===== config.mk =====
export PLATFORM = sky130hd
export DESIGN_NAME = timekeep_ctrl
export DESIGN_NICKNAME = d
export VERILOG_FILES = /design/src/rtl/timekeep_pkg.sv /design/src/rtl/bcd2_counter.sv /design/src/rtl/timekeep_ctrl.sv
export SDC_FILE = /design/constraint.sdc
export NUM_CORES = 1
export LEC_CHECK = 0
export ABC_CLOCK_PERIOD_IN_PS = 1900
export BUFFER_PORTS_ARGS = -buffer_cell sky130_fd_sc_hd__buf_2
export CAP_MARGIN = 20
export CORE_ASPECT_RATIO = 1.1
export CORE_MARGIN = 4
export CORE_UTILIZATION = 40
export CTS_CLUSTER_SIZE = 24
export DETAILED_ROUTE_END_ITERATION = 10
export GPL_ROUTABILITY_DRIVEN = 0
export SLEW_MARGIN = 0
export SYNTH_ARGS = -nofsm -noshare
export SYNTH_HDL_FRONTEND = slang
export SYNTH_SLANG_ARGS = --single-unit

===== constraint.sdc =====
create_clock -name clk -period 1.9 [get_ports clk]
set_clock_uncertainty 0.05 [all_clocks]
set_input_delay 0.19 -clock clk [delete_from_list [all_inputs] [get_ports clk]]
set_output_delay 0.19 -clock clk [all_outputs]
set_load 0.03 [all_outputs]

===== src/rtl/timekeep_pkg.sv =====
// ---------------------------------------------------------------------------
// timekeep_pkg
// Shared definitions for the timekeeping controller:
//   - set_field encodings and the controller state enum built on them
//   - packed-BCD limit constants for seconds/minutes (8'h59) and hours (8'h23)
//   - bcd2_next(): next value of a two-digit BCD count with a wrap limit
// ---------------------------------------------------------------------------
package timekeep_pkg;

  localparam logic [1:0] FIELD_RUN      = 2'b00;
  localparam logic [1:0] FIELD_SET_HOUR = 2'b01;
  localparam logic [1:0] FIELD_SET_MIN  = 2'b10;

  // State values double as the set_field encoding, so the output is the
  // state register itself.
  typedef enum logic [1:0] {
    ST_RUN      = FIELD_RUN,
    ST_SET_HOUR = FIELD_SET_HOUR,
    ST_SET_MIN  = FIELD_SET_MIN
  } state_e;

  localparam logic [7:0] BCD_MAX_MIN_SEC = 8'h59;
  localparam logic [7:0] BCD_MAX_HOUR    = 8'h23;

  // Wraps to 00 at maxVal; otherwise a low digit of 9 rolls into the high digit.
  function automatic logic [7:0] bcd2_next(input logic [7:0] value,
                                           input logic [7:0] maxVal);
    logic [7:0] result;
    if (value == maxVal) begin
      result = 8'h00;
    end else if (value[3:0] == 4'h9) begin
      result = {value[7:4] + 4'h1, 4'h0};
    end else begin
      result = {value[7:4], value[3:0] + 4'h1};
    end
    return result;
  endfunction

endpackage


===== src/rtl/bcd2_counter.sv =====
// ---------------------------------------------------------------------------
// bcd2_counter
// Two-digit packed-BCD counter that wraps from MAX_VAL to 8'h00.
// Ports:
//   clk      in   system clock
//   rst_n    in   asynchronous active-low clear
//   i_clr    in   synchronous clear to 8'h00 (wins over i_inc)
//   i_inc    in   increment enable
//   o_value  out  current count, packed BCD
//   o_carry  out  high in the cycle an increment wraps MAX_VAL to 8'h00
// ---------------------------------------------------------------------------
module bcd2_counter
  import timekeep_pkg::*;
#(
  parameter logic [7:0] MAX_VAL = BCD_MAX_MIN_SEC
) (
  input  logic       clk,
  input  logic       rst_n,
  input  logic       i_clr,
  input  logic       i_inc,
  output logic [7:0] o_value,
  output logic       o_carry
);

  logic [7:0] r_value;

  always_ff @(posedge clk or negedge rst_n) begin
    if (!rst_n) begin
      r_value <= 8'h00;
    end else if (i_clr) begin
      r_value <= 8'h00;
    end else if (i_inc) begin
      r_value <= bcd2_next(r_value, MAX_VAL);
    end
  end

  assign o_value = r_value;
  assign o_carry = i_inc && !i_clr && (r_value == MAX_VAL);

endmodule


===== src/rtl/timekeep_ctrl.sv =====
// ---------------------------------------------------------------------------
// timekeep_ctrl
// 24 h BCD clock with a two-field set mode (hour, then minute), set-mode
// timeout, blink phase for the field being set and an hourly chime.
// Ports:
//   clk        in   system clock
//   rst_n      in   asynchronous active-low reset
//   tick_1hz   in   single-cycle 1 Hz enable
//   mode_btn   in   single-cycle pulse: RUN -> SET_HOUR -> SET_MIN -> RUN
//   inc_btn    in   single-cycle pulse: increments the field being set
//   hour       out  packed BCD 8'h00..8'h23
//   minute     out  packed BCD 8'h00..8'h59
//   second     out  packed BCD 8'h00..8'h59
//   set_field  out  00 RUN, 01 SET_HOUR, 10 SET_MIN
//   blink      out  blank phase of the field being set
//   chime      out  one-cycle pulse on each hour rollover
// ---------------------------------------------------------------------------
module timekeep_ctrl
  import timekeep_pkg::*;
#(
  parameter int unsigned TIMEOUT_TICKS = 30
) (
  input  logic       clk,
  input  logic       rst_n,
  input  logic       tick_1hz,
  input  logic       mode_btn,
  input  logic       inc_btn,
  output logic [7:0] hour,
  output logic [7:0] minute,
  output logic [7:0] second,
  output logic [1:0] set_field,
  output logic       blink,
  output logic       chime
);

  localparam int TW = $clog2(TIMEOUT_TICKS + 1);

  state_e          r_state;
  state_e          w_nextState;
  logic [TW-1:0]   r_timeout;
  logic            r_blink;
  logic            r_chime;

  logic            w_incEvt;
  logic            w_timeoutHit;
  logic            w_secClr;
  logic            w_secInc;
  logic            w_minInc;
  logic            w_hourInc;
  logic            w_secCarry;
  logic            w_minCarry;
  logic            w_unusedHourCarry;

  // mode_btn wins a same-cycle collision, so inc_btn is dropped.
  assign w_incEvt = inc_btn && !mode_btn;

  // The timeout fires on the tick that would bring the counter to the limit,
  // so the return to RUN is visible the cycle after that tick. Any button
  // press in the same cycle restarts the count instead.
  assign w_timeoutHit = (r_state != ST_RUN) && tick_1hz && !mode_btn && !inc_btn &&
                        (r_timeout == TW'(TIMEOUT_TICKS - 1));

  always_comb begin
    w_nextState = r_state;
    case (r_state)
      ST_RUN:      if (mode_btn) w_nextState = ST_SET_HOUR;
      ST_SET_HOUR: begin
        if (mode_btn)          w_nextState = ST_SET_MIN;
        else if (w_timeoutHit) w_nextState = ST_RUN;
      end
      ST_SET_MIN: begin
        if (mode_btn || w_timeoutHit) w_nextState = ST_RUN;
      end
      default:     w_nextState = ST_RUN;
    endcase
  end

  always_ff @(posedge clk or negedge rst_n) begin
    if (!rst_n) begin
      r_state <= ST_RUN;
    end else begin
      r_state <= w_nextState;
    end
  end

  // Timeout counter is only meaningful while staying in a set state.
  always_ff @(posedge clk or negedge rst_n) begin
    if (!rst_n) begin
      r_timeout <= '0;
    end else if (r_state == ST_RUN || w_nextState != r_state || mode_btn || inc_btn) begin
      r_timeout <= '0;
    end else if (tick_1hz) begin
      r_timeout <= r_timeout + TW'(1);
    end
  end

  // Blink restarts low on every set-state entry and is held low in RUN.
  always_ff @(posedge clk or negedge rst_n) begin
    if (!rst_n) begin
      r_blink <= 1'b0;
    end else if (w_nextState == ST_RUN || w_nextState != r_state) begin
      r_blink <= 1'b0;
    end else if (tick_1hz) begin
      r_blink <= !r_blink;
    end
  end

  // Any return to RUN from a set state restarts the minute at :00.
  assign w_secClr  = (r_state != ST_RUN) && (w_nextState == ST_RUN);
  assign w_secInc  = (r_state == ST_RUN) && tick_1hz;
  assign w_minInc  = w_secCarry || ((r_state == ST_SET_MIN) && w_incEvt);
  // Minute wraps while setting must not carry into the hour.
  assign w_hourInc = ((r_state == ST_RUN) && w_minCarry) ||
                     ((r_state == ST_SET_HOUR) && w_incEvt);

  always_ff @(posedge clk or negedge rst_n) begin
    if (!rst_n) begin
      r_chime <= 1'b0;
    end else begin
      r_chime <= (r_state == ST_RUN) && w_minCarry;
    end
  end

  bcd2_counter #(.MAX_VAL(BCD_MAX_MIN_SEC)) u_second (
    .clk     (clk),
    .rst_n   (rst_n),
    .i_clr   (w_secClr),
    .i_inc   (w_secInc),
    .o_value (second),
    .o_carry (w_secCarry)
  );

  bcd2_counter #(.MAX_VAL(BCD_MAX_MIN_SEC)) u_minute (
    .clk     (clk),
    .rst_n   (rst_n),
    .i_clr   (1'b0),
    .i_inc   (w_minInc),
    .o_value (minute),
    .o_carry (w_minCarry)
  );

  bcd2_counter #(.MAX_VAL(BCD_MAX_HOUR)) u_hour (
    .clk     (clk),
    .rst_n   (rst_n),
    .i_clr   (1'b0),
    .i_inc   (w_hourInc),
    .o_value (hour),
    .o_carry (w_unusedHourCarry)
  );

  assign set_field = r_state;
  assign blink     = r_blink;
  assign chime     = r_chime;

endmodule


==> impl_metrics.ini <==
[outcome]
status = finished, final reports clean

[synth]
synth_adder_area_share_pct = 9.21
synth_area_leaders = dfrtp_1 43%, ha_1 9.2%, nand2_1 3.9%
synth-edff-count = 0
synth_top_area_share_pct = 43.4
synth.net_count = 213
ys_seq_area_share_pct = 43.4
yosysTopAreaCell = dfrtp_1
synth.area.mux_share_pct = 3.42
ys_types = 45
synth_compound_area_share_pct = 13.7
synth_flop_cell = dfrtp_1
synthXorXnorAreaFrac_pct = 3.68
synth_top_family_by_area = simple AND/OR/NAND/NOR gates
synth-simple-area-share_pct = 22.8
avgSynthCellArea_sq_um = 9.80
synth_cells = 194
ys_ff_latch = 33
yosysWarnings = 0
netlist_area_sq_um = 1900
async_reset_ff_share_pct = 100

[worst_hold_path]
holdPathEnd = blink
hp-class = input pin to flop
hold_start = mode_btn
min_path_cells = 2

[timing]
setup_viol = 0
setup_slack_ns = 0.0603
fin_crit_sh_pct = 96.8
slew_headroom_pct = 70.9
hold_violations = 0
rsz0062_at_grt = yes
slew_viol_final = 0
fmax_mhz = 544
worst_slew_pin_slew_ns = 0.437
min_period_ns = 1.84
hold_slack_ns = 0.162
finalSetupTns_ns = 0

[detailed_routing]
drtPass1Iterations = 4
drt-initial-drc-count = 64
wl_um = 3960
drc = 0
drtAntennaViolNets = 0
via_per_inst = 5.16
vias = 1604
wire_per_inst_um = 12.7

[power_and_ir_drop]
p_leak_nw = 1.17
irDropWorstVdd_uv = 535
p_switching_mw = 1.01
power_mw = 2.49
seqPwrFrac_pct = 38.6
clockPowerShare_pct = 20.3
p_per_area_nw_per_um2 = 1020
intPower_mw = 1.48
comb_power_share_pct = 41.1
p_sw_share_pct = 40.4

[critical_path]
regToRegEndpoint = u_hour.o_value[3]
worst_ep_arrival_time_ns = 1.96
reg2reg_depth = 7
critPathKind = flop to flop
cp_max_fo = 6
reg2reg_slack_ns = 0.06
required_ns = 2.02
worst_setup_path_end_kind = flop
r2r_start = u_second.o_value[1]
start_kind = flop

[die]
core_sq_um = 4620
rows = 26
dieArea_sq_um = 5920
io_pins = 33
dieWidth_um = 73.7
fp.dieH_um = 80.3
start_util_pct = 41.2

[place]
preCtsSetupSlack_ns = 0.0428
numPortBuffers = 32
hpwlAfterDp_um = 2860

[finish]
regArea_sq_um = 835
layout-drive-gt1-share_pct = 34.5
fin_nets = 273
multiInputGateArea_sq_um = 1060
antenna_cells = 0
fin_util_pct = 52.9
syn_to_final_growth_pct = 28.5
fillerInstances = 457

[clock_tree]
root_buffer = clkbuf_8
cts-htree-levels = 2
cts_made_buffers = 5
clockBufferDepth = 2
clk_pin_slew_worst_paths_ns = 0.07
cts.sinks = 33
cts_tree = yes
clock_latency_ns = 0.28

[global_routing]
met3_usage_pct = 3.75
antenna_found_initial = 0
grt_pass1_wl_um = 6800
grt_pass1_vias = 1567
grt_util_all_layers_pct = 14.6
grt_max_degree = 34
met2_usage_pct = 24.1
busiest_layer = met2
grtUsageMet1_pct = 18.3
grt_overflow_total = 0

[flow_run]
cap_violations = 0
-- worst max-delay path, cell delays in order, from the launching register on --
cell and delay [ns]:
dfrtp_2 0.41, inv_2 0.07, ha_4 0.11, and3b_2 0.23, nand4_1 0.17, o21ai_4 0.28
o21ai_2 0.08, a221o_1 0.34
-- per-stage QoR --
stage,std cells,area (sq um)
2_1_floorplan,194,1920
3_3_place_gp,299,2280
3_5_place_dp,299,2280
4_1_cts,308,2370
5_1_grt,311,2440
6_report,311,2440
-- cell usage after synthesis (2+ instances only) --
library cell and count:
nor4_1 2, ha_1 14, inv_1 10, a21o_1 2
o31ai_1 3, o21ai_2 2, mux2_1 2, o21ai_0 12
nand4_1 5, mux2_2 2, and3_1 4, mux2i_1 2
nand2_1 20, a21oi_1 5, nand2b_1 4, xor2_1 4
nand3b_1 5, nor2b_1 3, dfrtp_1 33, a211oi_1 2
o21ai_1 2, buf_2 2, nor2_1 20, nor3_1 2
xnor2_1 4, nand3_1 8, and3b_1 2
-- cell type report --
| class | count | share of cell area, % |
|---|---|---|
| Sequential cell | 33 | 34.2 |
| Tap cell | 56 | 2.87 |
| Clock inverter | 1 | 0.205 |
| Clock buffer | 7 | 3.12 |
| Multi-Input combinational cell | 146 | 43.3 |
| Timing Repair Buffer | 58 | 14.8 |
| Inverter | 10 | 1.54 |
-- cells by family after synthesis --
| family | after synthesis |
|---|---|
| simple gates | 81 |
| compound gates | 37 |
| flops | 33 |
| buf+inv | 15 |
| fa+ha+maj | 14 |
| xor+xnor | 8 |
| mux | 6 |
-- metal layers --
metal	wire length, um	share of wire [%]	up-vias
met5	0	0	-
met4	34	0.86	0
met3	142	3.6	2
met2	1930	49	28
met1	1860	47	772
li1	-	-	802
-- layout by cell type (no fill, tap or decap), types with 2 or more instances in the layout --
master    count
buf_4        24
dfrtp_2       7
a21o_1        2
and3_1        4
a21oi_1       5
nor2_1       20
clkbuf_8      5
inv_2         2
nor2b_1       2
nand3_1       7
nor3_1        2
ha_1         12
dfrtp_1      26
mux2_2        2
inv_1         8
xor2_1        4
nand4_1       5
and3b_2       2
buf_2        32
nand2b_1      4
ha_4          2
nand3b_1      5
nand2_1      20
o31ai_1       3
clkbuf_1      2
mux2i_1       2
o21ai_0      12
xnor2_1       4
a211oi_1      2
o21ai_1       2
-- worst max-delay path by stage --
stage                             start             endpoint  cells after the start
finish              u_second.o_value[1]    u_hour.o_value[3]                      7
global route        u_second.o_value[1]    u_hour.o_value[3]                      7
CTS                 u_second.o_value[5]    u_hour.o_value[7]                      8
detailed placement  u_second.o_value[5]    u_hour.o_value[7]                      8
global placement    u_second.o_value[5]    u_hour.o_value[3]                      7
floorplan           u_second.o_value[1]  u_minute.o_value[7]                      8
-- registers in the layout, summed over array words and instances (netlist names) --
name	count
u_hour.o_value	8
u_minute.o_value	8
u_second.o_value	8
r_timeout	5
set_field	2
blink	1
chime	1
-- power by group through the flow --
stage	sequential (mW)	clock, mW	combinational, mW
6_report	0.960	0.505	1.02
5_1_grt	0.981	0.556	1.12
4_1_cts	0.950	0.534	1.00
3_5_place_dp	0.963	0	0.997
3_3_place_gp	0.958	0	0.986
2_1_floorplan	1.23	0	0.362
-- what timing repair did --
item                       4_1_cts  5_1_grt
buffers inserted                 0        3
setup endpoints to repair        0       10
hold buffers                     1        0
hold endpoints to repair        33        0
gates resized for setup          0       13
No activity file was read; power rests on OpenSTA's default activity.
